`config.mk`:
```
export PLATFORM = sky130hd
export DESIGN_NAME = decoder8_pulse
export DESIGN_NICKNAME = d
export VERILOG_FILES = /design/src/rtl/ddca_pkg.sv /design/src/rtl/decoder8.sv /design/src/rtl/decoder8_pulse.sv
export SDC_FILE = /design/constraint.sdc
export NUM_CORES = 1
export LEC_CHECK = 0
export CAP_MARGIN = 10
export CORE_UTILIZATION = 46
export CTS_CLUSTER_DIAMETER = 40
export CTS_CLUSTER_SIZE = 16
export DETAILED_ROUTE_END_ITERATION = 10
export PLACE_DENSITY = 0.89
export SLEW_MARGIN = 20
export SYNTH_ARGS = -nofsm -noshare
export SYNTH_HDL_FRONTEND = slang
export SYNTH_SLANG_ARGS = --single-unit
```
`constraint.sdc`:
```
create_clock -name clk -period 3.5 [get_ports clk]
set_input_delay 0.35 -clock clk [delete_from_list [all_inputs] [get_ports clk]]
set_output_delay 0.35 -clock clk [all_outputs]
set_load 0.005 [all_outputs]
```
`src/rtl/ddca_pkg.sv`:
```
// ---------------------------------------------------------------------------
// ddca_pkg
// Shared types and widths for the one-hot decode/encode datapath.
//   dec_state_t : FSM state of the pulsed decoder (IDLE / DRIVE)
//   ONEHOT_W    : width of the one-hot line bus
//   CODE_W      : width of the binary line index
// ---------------------------------------------------------------------------
package ddca_pkg;

  localparam int ONEHOT_W = 8;
  localparam int CODE_W   = 3;

  typedef enum logic [0:0] {
    IDLE  = 1'b0,
    DRIVE = 1'b1
  } dec_state_t;

endpackage : ddca_pkg

```
`src/rtl/decoder8.sv`:
```
// ---------------------------------------------------------------------------
// decoder8
// Pure combinational 3:8 one-hot decoder, the inverse of the 8:3 encoder.
// Ports:
//   code   : in  [CODE_W-1:0]   binary index of the line to raise
//   onehot : out [ONEHOT_W-1:0] exactly one bit set, bit 'code'
// ---------------------------------------------------------------------------
module decoder8
  import ddca_pkg::*;
(
  input  logic [CODE_W-1:0]   code,
  output logic [ONEHOT_W-1:0] onehot
);

  // One comparator per output line; every code value maps to a single line.
  for (genvar gi = 0; gi < ONEHOT_W; gi++) begin : g_line
    assign onehot[gi] = (code == CODE_W'(gi));
  end

endmodule : decoder8

```
`src/rtl/decoder8_pulse.sv`:
```
// ---------------------------------------------------------------------------
// decoder8_pulse
// Sequential 3-to-8 one-hot decoder. Accepts {code, length} over a
// valid/ready handshake and drives the line 1<<code for length+1 cycles.
// Back-to-back commands are accepted on the final drive cycle with no gap.
// Ports:
//   clk      : in  system clock, rising edge
//   rst      : in  asynchronous active-high reset
//   in_valid : in  command present
//   in_ready : out command can be accepted this cycle
//   in_code  : in  [2:0] line index to assert
//   in_len   : in  [LEN_W-1:0] hold length minus one
//   out      : out [7:0] one-hot line, all-zero when idle
//   valid    : out out holds a valid one-hot value
//   done     : out final drive cycle of a command
// ---------------------------------------------------------------------------
module decoder8_pulse
  import ddca_pkg::*;
#(
  parameter int LEN_W = 4
) (
  input  logic                clk,
  input  logic                rst,
  input  logic                in_valid,
  output logic                in_ready,
  input  logic [CODE_W-1:0]   in_code,
  input  logic [LEN_W-1:0]    in_len,
  output logic [ONEHOT_W-1:0] out,
  output logic                valid,
  output logic                done
);

  dec_state_t            state_reg, state_next;
  logic [LEN_W-1:0]      cnt_reg, cnt_next;
  logic [ONEHOT_W-1:0]   out_reg, out_next;
  logic [ONEHOT_W-1:0]   decoded;
  logic                  last_cycle;
  logic                  xfer;

  decoder8 u_decoder8 (
    .code   (in_code),
    .onehot (decoded)
  );

  // Ready depends only on registered state, never on in_valid.
  assign last_cycle = (cnt_reg == '0);
  assign xfer       = in_valid && in_ready;

  // State register
  always_ff @(posedge clk or posedge rst) begin
    if (rst) begin
      state_reg <= IDLE;
      cnt_reg   <= '0;
      out_reg   <= '0;
    end else begin
      state_reg <= state_next;
      cnt_reg   <= cnt_next;
      out_reg   <= out_next;
    end
  end

  // Next-state logic
  always_comb begin
    state_next = state_reg;
    cnt_next   = cnt_reg;
    out_next   = out_reg;
    if (xfer) begin
      // Covers both IDLE capture and the gapless reload on the final cycle.
      state_next = DRIVE;
      cnt_next   = in_len;
      out_next   = decoded;
    end else if (state_reg == DRIVE) begin
      if (!last_cycle) begin
        cnt_next = cnt_reg - LEN_W'(1);
      end else begin
        // Clearing out_reg here keeps out all-zero whenever valid is low.
        state_next = IDLE;
        out_next   = '0;
      end
    end
  end

  // Output logic
  always_comb begin
    in_ready = (state_reg == IDLE) || last_cycle;
    valid    = (state_reg == DRIVE);
    done     = (state_reg == DRIVE) && last_cycle;
    out      = out_reg;
  end

endmodule : decoder8_pulse

```
---- After elaboration in Yosys (flattened, before gate mapping) ----
Index checks and enable logic that the tools add are counted.
word-level totals
  output and inout bits ................... 11
  register bits after elaboration ......... 13
  input port bits ......................... 10
operators by class
  equal/unequal tests ..................... 8
  add/subtract/negate cells ............... 1
  multiplexer cells ....................... 9
  reduce and logical (&&, ||, !) cells .... 9
  bitwise logic cells ..................... 1
operator list
  cell                                                    count
  2-to-1 mux 8 bit                                        3
  equality test 3 bit (second input constant)             4
  2-to-1 mux 4 bit                                        3
  equality test 3 x 2 -> 1 bit (second input constant)    2
  zero test 4 bit                                         1
  AND reduction 2 bit                                     2
  nonzero test 2 bit                                      2
  subtractor 4 x 1 -> 4 bit (second input constant)       1
  equality test 3 x 1 -> 1 bit (second input constant)    1
  zero test 3 bit                                         1
  2-to-1 mux 1 bit                                        3
  logical AND 1 bit                                       2
  inequality test 2 x 1 -> 1 bit (second input constant)  1
  logical OR 1 bit                                        1
  inverter 1 bit                                          1

---- Depth between registers and ports, before layout ----
Gate-level depths: netlist of the first run.
  depth after elaboration ................. 5
  mapped depth ............................ 5
  gate-level depth less buffers ........... 5

---- Hierarchy ----
Synthesis of the first run repeated with hierarchy kept, for this count alone.
second synthesis, totals
  cells, all modules ...................... 60
  area, all modules ....................... 699.4 um^2
by module, submodules not included
  module          area an instance (um^2)  cells each  times used
  decoder8_pulse  634.4                    52          1
  decoder8        65.1                     8           1

---- Worst setup path after synthesis of the first run ----
OpenSTA, ideal clock, no wires.
  path type ............................... reg-to-reg
  start ................................... register state_reg (netlist: valid)
  end ..................................... register cnt_reg[3]
  path buffers ............................ 1
  arrival time ............................ 1365 ps
  library setup time ...................... 126 ps
  slack ................................... 2009 ps
  cell stages (with the launch flop) ...... 5
  required time ........................... 3374 ps
  clock period less this slack ............ 1491 ps
  cells stage by stage .................... dfrtp_1 buf_4 or4b_1 and3_1 a311o_1
between the ends
  longest elaborated chain between the ends .. 5
  elaborated cells between the ends (all ways) .. 7
ends and longest elaborated chain
  what                                                                                   line                  text
  from (decl)                                                                            decoder8_pulse.sv:33  dec_state_t state_reg, state_next;
  from (signal assigned)                                                                 decoder8_pulse.sv:56  state_reg <= state_next;
  inverter 1 bit                                                                         decoder8_pulse.sv:85  in_ready = (state_reg == IDLE) || last_cycle;
  logical OR 1 bit                                                                       decoder8_pulse.sv:85
  logical AND 1 bit                                                                      decoder8_pulse.sv:47  assign xfer = in_valid && in_ready;
  inequality test 2 x 1 -> 1 bit (no source line) or nonzero test 2 bit (tied branches)  --
  AND reduction 2 bit (no source line)                                                   --
  to (signal assigned)                                                                   decoder8_pulse.sv:57  cnt_reg <= cnt_next;
  to (decl)                                                                              decoder8_pulse.sv:34  logic [LEN_W-1:0] cnt_reg, cnt_next;
Several ways; a longest one is shown, not always the timed one.
A chain may end at the register's enable or synchronous reset.

---- Worst setup path in the final report of the first run ----
  start ................................... register cnt_reg[0]
  end ..................................... output port in_ready
between the ends
  longest elaborated chain between the ends .. 2
ends and longest elaborated chain
  what              line                  text
  zero test 4 bit   decoder8_pulse.sv:46  assign last_cycle = (cnt_reg == '0);
  logical OR 1 bit  decoder8_pulse.sv:85
  to (decl)         decoder8_pulse.sv:25  output logic in_ready,
No other way between the ends.

==> metrics.md, run 1 <==
| Metric | Value |
|---|---|
| Placed Area | `roughly 830 um2` |
| Finished Cell Area | `859.6 um2` |
| DR vias | `530` |
| CTS tree | `done` |
| Status | `complete, no violations` |
| Critical Path RT | `3.15 ns` |
| I/O Pins | `21` |
| Max reg flops | `8` |
| Drt pass-1 iters | `4` |
| Maximum vdd drop | `around 0.62 mV` |
| Chip width | `38.92 um` |
| Commonest non-fill, non-tap cell in the layout | `clkdlybuf4s50_1` |
| Tightest Pin Transition | `0.5761 ns` |
| Vias in the first global route | `465` |
| CP Capture Type | `output port` |
| Final hold vios | `0` |
| Largest family of logic cells by synthesized area | `compound AO/OA/AOI/OAI gates` |
| First-pass GRT wire length | `between 2000 and 2500 um` |
| Internal | `between 400 and 500 uW` |
| Clk_skew | `0.006551 ns` |
| Routability-driven placement congestion ratio | `between 0.7 and 0.8` |
| Seq pwr share | `0.392` |
| Worst reg2reg path depth | `5` |
| Later-pin clock latency in the skew report | `0.27 ns` |
| Wire per inst | `between 10 and 15 um` |
| Reg-to-reg startpoint | `cnt_reg[0]` |
| Post-DP HPWL | `approximately 940 um` |
| Syn nets | `67` |
| Psw | `about 230 uW` |
| Die area | `1514 um2` |
| Starting Density | `0.5285` |
| RR Endpoint | `out[4]` |
| RSZ-0062 raised after global routing | `false` |
| Initial antenna violation count | `0` |
| Nets@finish | `90` |
| CTS root buf | `clkbuf_4` |
| Post-layout min period | `2.383 ns` |
| Global-route total usage across every layer | `0.2061` |
| Post-CTS setup buffer count | `0` |
| Switching Fraction | `0.3452` |
| Overall routed net length | `around 1300 um` |
| Core Rows | `12` |
| Final WS setup | `1.117 ns` |
| Final Max Tran Viols | `0` |
| Total gr overflow | `0` |
| Logic gate share of total power | `0.467` |
| Antenna cells | `0` |
| Hold crit path type | `input pin to async pin` |
| Tcrit/Tclk final | `0.6808` |
| Sinks on Clock Net | `13` |
| Clock power share | `0.141` |
| Critical Path Source Type | `flip-flop` |
| Mapped Avg Cell Area | `~11 um2` |
| Final setup vio count | `0` |
| Crit path kind | `flip-flop to output port` |
| H-tree depth | `1` |
| Yosys reg bits | `13` |
| Static Leakage | `0.0003801 uW` |
| Critical path peak fanout | `9` |
| Fmax | `0.4197 GHz` |
| CTS Hold Bufs | `0` |
| Core area | `1186 um2` |
| Post-synthesis sequential area ratio | `0.5190` |
| Compound-Gate Fraction of Synth Area | `0.2315` |
| Largest net degree at the start of global routing | `14` |
| CP max-delay cell | `clkdlybuf4s50_1` |
| Slew headroom | `0.6151` |
| Residual DRC count | `0` |
| Vias per cell | `5.761` |
| MaxCap Viol Count | `0` |
| XOR/XNOR Fraction of Synth Area | `0` |
| Pre-CTS worst setup slack | `1.443 ns` |
| DRT antenna net count | `0` |
| Post-synthesis adder-cell area fraction | `0.01996` |
| Flop-to-flop setup slack | `1.82 ns` |
| Simple-gate share of the synthesized area | `0.1617` |
| Ys Warns | `0` |
| Die Ht | `roughly 40 um` |
| Final setup TNS | `0 ns` |
| Synth cell types | `25` |
| Layout Area Growth over Synthesis | `37.13%` |
| Port Buffers | `20` |
| Commonest non-fill, non-tap cells in the layout | `20 x clkdlybuf4s50_1, 13 x dfrtp_1, 4 x nand2_1, 4 x a22o_1, 4 x a32o_1` |
| CTS Buffer Depth | `2` |
| CTS buffer count | `3` |
| Reg clk slew, reported paths | `0.09 ns` |
| Initial DRC Count | `5` |
| WP data arrival | `between 2 and 2.5 ns` |
| Post-layout util | `0.7247` |
| Post-synthesis cell area | `roughly 630 um2` |
| Mux cell area share after synthesis | `0.03194` |
| # resized after CTS | `0` |
| Largest stage delay, worst path | `0.59 ns` |
| Worst-path cell chain | `inv_1 > ha_1 > nand2b_1 > o21ai_2 > clkdlybuf4s50_1` |
| Fraction of layout cells with a size suffix above 1 | `0.07692` |
| Syn Inst Count | `56` |
| PwrDens | `between 700 and 800 nW/um2` |
kinds of logic (layout without fill, tap and decap cells):
| group | Yosys count | count (layout) |
|---|---|---|
| buffers and inverters | 5 | 27 |
| and+or+nand+nor | 17 | 17 |
| adders and majority gates | 1 | 1 |
| AOI/OAI and AO/OA | 18 | 18 |
| muxes | 2 | 2 |
| DFF | 13 | 13 |
worst max-delay path by stage:
stage / start / end / slack [ns]
2_1_floorplan: valid / cnt_reg[3] / 2.01
3_3_place_gp: cnt_reg[0] / in_ready / 1.48
3_5_place_dp: cnt_reg[0] / in_ready / 1.44
4_1_cts: cnt_reg[0] / in_ready / 1.12
5_1_grt: cnt_reg[0] / in_ready / 0.99
6_report: cnt_reg[0] / in_ready / 1.12
synthesized netlist by cell type:
| cell | number | share of area |
|---|---|---|
| dfrtp_1 | 13 | 0.52 |
| a22o_1 | 4 | 0.056 |
| a32o_1 | 4 | 0.064 |
| nand2_1 | 4 | 0.024 |
| a21oi_1 | 3 | 0.024 |
| inv_1 | 3 | 0.018 |
| nand2b_1 | 3 | 0.030 |
| and3_1 | 2 | 0.020 |
| mux2i_1 | 2 | 0.032 |
| nor3b_1 | 2 | 0.024 |
| o22ai_1 | 2 | 0.020 |
| a21boi_1 | 1 | 0.012 |
| a22oi_1 | 1 | 0.012 |
| a311o_1 | 1 | 0.016 |
| a31o_2 | 1 | 0.014 |
| and2_1 | 1 | 0.010 |
| and3b_1 | 1 | 0.014 |
| buf_4 | 1 | 0.012 |
| clkbuf_1 | 1 | 0.0060 |
| ha_1 | 1 | 0.020 |
| nor2_1 | 1 | 0.0060 |
| nor3_1 | 1 | 0.0080 |
| o21ai_2 | 1 | 0.014 |
| or2_2 | 1 | 0.010 |
| or4b_1 | 1 | 0.016 |
metal layers:
| layer | vias up | global-route usage | part of all wire |
|---|---|---|---|
| met3 | 2 | 0.06936 | 0.033 |
| met2 | 12 | 0.3167 | 0.48 |
| li1 | 255 | - | - |
| met4 | 0 | 0.07759 | 0.0063 |
| met1 | 261 | 0.2657 | 0.48 |
| met5 | - | 0 | 0 |
power by group through the flow:
stage	Combinational (uW)	Clock [uW]	Sequential (uW)
2_1_floorplan	182	0	251
3_3_place_gp	301	0	261
3_5_place_dp	309	0	264
4_1_cts	312	95.5	260
5_1_grt	343	103	270
6_report	311	94.0	261
through the flow:
step / hold slack, ns / std cells / total power [uW]
floorplan: 0.2270 / 56 / 433.2
CTS: 0.4149 / 92 / 667.6
global route: 0.4537 / 92 / 716.4
detailed placement: 0.4880 / 88 / 572.2
global placement: 0.4789 / 88 / 561.4
finish: 0.3917 / 92 / 666.2
layout make-up:
| type | instances | area (um2) |
|---|---|---|
| Tap cell | 14 | 17.52 |
| Inverter | 3 | 11.26 |
| Sequential cell | 13 | 325.3 |
| Fill cell | 98 | 326.6 |
| Clock buffer | 4 | 26.28 |
| Multi-Input combinational cell | 38 | 279.0 |
| Timing Repair Buffer | 20 | 200.2 |
critical path: cells and delay by family (launching register included):
| kind | cells | cell delay (ns) |
|---|---|---|
| buffers and inverters | 2 | 0.66 |
| AOI/OAI and AO/OA | 1 | 0.36 |
| DFF | 1 | 0.42 |
| adders and majority gates | 1 | 0.20 |
| and+or+nand+nor | 1 | 0.11 |
Note: power is estimated with default switching activity, not from simulation.
==> run 2: changes to the inputs <==
--- a/config.mk
+++ b/config.mk
@@ -6,11 +6,11 @@
 export NUM_CORES = 1
 export LEC_CHECK = 0
 export CAP_MARGIN = 10
-export CORE_UTILIZATION = 46
+export CORE_UTILIZATION = 43
 export CTS_CLUSTER_DIAMETER = 40
 export CTS_CLUSTER_SIZE = 16
 export DETAILED_ROUTE_END_ITERATION = 10
-export PLACE_DENSITY = 0.89
+export PLACE_DENSITY = 0.84
 export SLEW_MARGIN = 20
 export SYNTH_ARGS = -nofsm -noshare
 export SYNTH_HDL_FRONTEND = slang
==> constraint.sdc (replaced) <==
create_clock -name clk -period 2.3 [get_ports clk]
set_input_delay 0.23 -clock clk [delete_from_list [all_inputs] [get_ports clk]]
set_output_delay 0.23 -clock clk [all_outputs]
set_load 0.005 [all_outputs]
==> run 2 against run 1 <==
Worst hold slack got worse by 0.13 ns. Register-to-register slack got worse by 1.2 ns. Highest routed layer unchanged. Clock skew fell by 0.0050 ns. Sequential power rose by 54%. Non-clock buffer count rose by 3. Largest cell class unchanged. Clock power rose by 51%. Final area rose by 3.3%. Sequential share of layout area fell by 1.2 points. Worst setup slack got worse by 0.99 ns. Global-route usage rose by 2.1 points. Core utilization fell by 5.9 points.
==> metrics.md, run 2 (synthesis results as in run 1) <==
| Metric | Value |
|---|---|
| Residual DRC count | `0 (unchanged)` |
| Final setup TNS | `0 ns (unchanged)` |
| Nets@finish | `93 (+3.3%)` |
| DRT antenna net count | `0 (unchanged)` |
| Tightest Pin Transition | `0.4768 ns (-0.09926 ns)` |
| Core Rows | `13 (+1)` |
| First-pass GRT wire length | `2318 um (+16%)` |
| CP Capture Type | `output port` |
| Critical Path RT | `2.07 ns (-1.08 ns)` |
| Port Buffers | `20 (unchanged)` |
| CTS tree | `done` |
| Die area | `1614 um2 (+6.6%)` |
| Sinks on Clock Net | `13 (unchanged)` |
| Critical path peak fanout | `5 (-4)` |
| Commonest non-fill, non-tap cells in the layout | `20 x clkdlybuf4s50_1, 13 x dfrtp_1, 4 x nand2_1, 4 x a22o_1, 4 x a32o_1` |
| Drt pass-1 iters | `4 (unchanged)` |
| Hold crit path type | `input pin to async pin` |
| Reg-to-reg startpoint | `cnt_reg[0]` |
| Slew headroom | `0.6818 (+0.06664)` |
| Fraction of layout cells with a size suffix above 1 | `0.1235 (+0.04653)` |
| Final Max Tran Viols | `0 (unchanged)` |
| Initial antenna violation count | `0 (unchanged)` |
| CTS Buffer Depth | `2 (unchanged)` |
| Worst reg2reg path depth | `6 (+1)` |
| Initial DRC Count | `10 (+5)` |
| DR vias | `544 (+2.6%)` |
| Vias per cell | `5.667 (-1.6%)` |
| Clk_skew | `0.001504 ns (-0.005047 ns)` |
| Global-route total usage across every layer | `0.2271 (+0.02102)` |
| Largest net degree at the start of global routing | `14 (unchanged)` |
| Status | `complete, no violations` |
| Chip width | `40.18 um (+3.3%)` |
| Commonest non-fill, non-tap cell in the layout | `clkdlybuf4s50_1` |
| Core area | `1334 um2 (+12%)` |
| Final hold vios | `0 (unchanged)` |
| WP data arrival | `1.94 ns (-0.09 ns)` |
| Later-pin clock latency in the skew report | `0.27 ns (about the same)` |
| Final WS setup | `0.1275 ns (-0.9898 ns)` |
| Tcrit/Tclk final | `0.9446` |
| Vias in the first global route | `483 (+3.9%)` |
| Wire per inst | `15.02 um (+8.1%)` |
| Post-DP HPWL | `1065 um (+13%)` |
| CTS buffer count | `3 (unchanged)` |
| Maximum vdd drop | `0.7597 mV (+23%)` |
| Antenna cells | `0 (unchanged)` |
| Pre-CTS worst setup slack | `0.4301 ns (-1.012 ns)` |
| PwrDens | `1190 nW/um2 (+54%)` |
| MaxCap Viol Count | `0 (unchanged)` |
| Post-layout min period | `~2.2 ns` |
| I/O Pins | `21 (unchanged)` |
| Static Leakage | `0.0003965 uW (+4.3%)` |
| Post-CTS setup buffer count | `0 (unchanged)` |
| Total gr overflow | `0 (unchanged)` |
| Overall routed net length | `1442 um (+13%)` |
| Routability-driven placement congestion ratio | `0.8148 (+9.2%)` |
| H-tree depth | `1 (unchanged)` |
| Fmax | `approximately 0.46 GHz` |
| CTS root buf | `clkbuf_4` |
| RSZ-0062 raised after global routing | `false` |
| Critical Path Source Type | `flip-flop` |
| Starting Density | `0.4700 (-0.05850)` |
| RR Endpoint | `out[4]` |
| Final setup vio count | `0 (unchanged)` |
| Layout Area Growth over Synthesis | `41.72%` |
| Max reg flops | `8 (unchanged)` |
| Reg clk slew, reported paths | `0.08 ns (about the same)` |
| Crit path kind | `flip-flop to output port` |
| Flop-to-flop setup slack | `0.67 ns (-1.15 ns)` |
| Filler Cell Count | `95 (-3.1%)` |
| Die Ht | `40.18 um (+3.3%)` |
run 2: changes by cell type in the layout (fill, tap and decap cells not counted):
cell / previous run / this run
buf_4: 0 / 3
nor3b_1: 2 / 1
nor3b_2: 0 / 1
run 2: worst max-delay path by stage:
stage               start          to  cells after the start
2_1_floorplan       valid  cnt_reg[3]                      4
3_3_place_gp   cnt_reg[0]        done                      5
3_5_place_dp   cnt_reg[0]        done                      5
4_1_cts        cnt_reg[0]        done                      5
5_1_grt        cnt_reg[0]        done                      5
6_report       cnt_reg[0]        done                      5
run 2: through the flow:
| stage | cell area (um2) | power, uW | instances | hold slack [ns] | utilization |
|---|---|---|---|---|---|
| floorplan | 626.9 | 659.2 | 56 | 0.1070 | - |
| global placement | 857.1 | 890.1 | 92 | 0.4762 | 0.6426 |
| detailed placement | 857.1 | 908.6 | 92 | 0.4832 | 0.6426 |
| CTS | 883.3 | 1051 | 96 | 0.2857 | 0.6623 |
| global route | 888.4 | 1138 | 96 | 0.3139 | 0.6660 |
| finish | 888.4 | 1057 | 96 | 0.2622 | 0.6660 |
run 2: final cells by class:
| class | instances | area (um2) | share of cell area |
|---|---|---|---|
| sequential | 13 | 325.3 | 0.3662 |
| timing repair buffer | 23 | 222.7 | 0.2507 |
| multi-input combinational | 38 | 284.0 | 0.3197 |
| inverter | 3 | 11.26 | 0.01268 |
| tap | 15 | 18.77 | 0.02113 |
| clock buffer | 4 | 26.28 | 0.02958 |
run 2: where the power goes:
group / leakage [uW] / internal [uW] / switching [uW]
logic: 0.000215 / 302 / 210
clock network: 0.0000150 / 67.2 / 75.2
registers: 0.000166 / 319 / 84.4
total: 0.000396 / 688 / 369
run 2: critical path, stage by stage (launching register included):
cell	delay (ns)
dfrtp_1	0.42
inv_1	0.07
ha_1	0.20
nor3b_2	0.28
and2_1	0.19
clkdlybuf4s50_1	0.50
run 2: what timing repair did:
action / CTS / global route
endpoints found under the setup margin: 0 / 1
hold buffers: 0 / 0
resized for setup: 0 / 1
run 2: routing by layer:
metal	GRT usage	vias up	wire length (um)
li1	-	263	-
met1	0.3058	260	647
met2	0.3347	17	710
met3	0.05000	4	53
met4	0.1250	0	30
met5	0	-	0
==> run 3: changes to the inputs <==
--- a/config.mk
+++ b/config.mk
@@ -7,9 +7,10 @@
 export LEC_CHECK = 0
 export CAP_MARGIN = 10
 export CORE_UTILIZATION = 43
-export CTS_CLUSTER_DIAMETER = 40
+export CTS_CLUSTER_DIAMETER = 60
 export CTS_CLUSTER_SIZE = 16
 export DETAILED_ROUTE_END_ITERATION = 10
+export MAX_ROUTING_LAYER = met4
 export PLACE_DENSITY = 0.84
 export SLEW_MARGIN = 20
 export SYNTH_ARGS = -nofsm -noshare
==> results of run 3 <==
No change in the layout: final DEF, timing and power equal those of run 2.
Main changes from that run: final weighted congestion in routability-driven placement 0.8148 -> 0.8268; wire length of the first global-routing pass 2318 um -> 2311 um; overall routing resource usage 0.2271 -> 0.2336
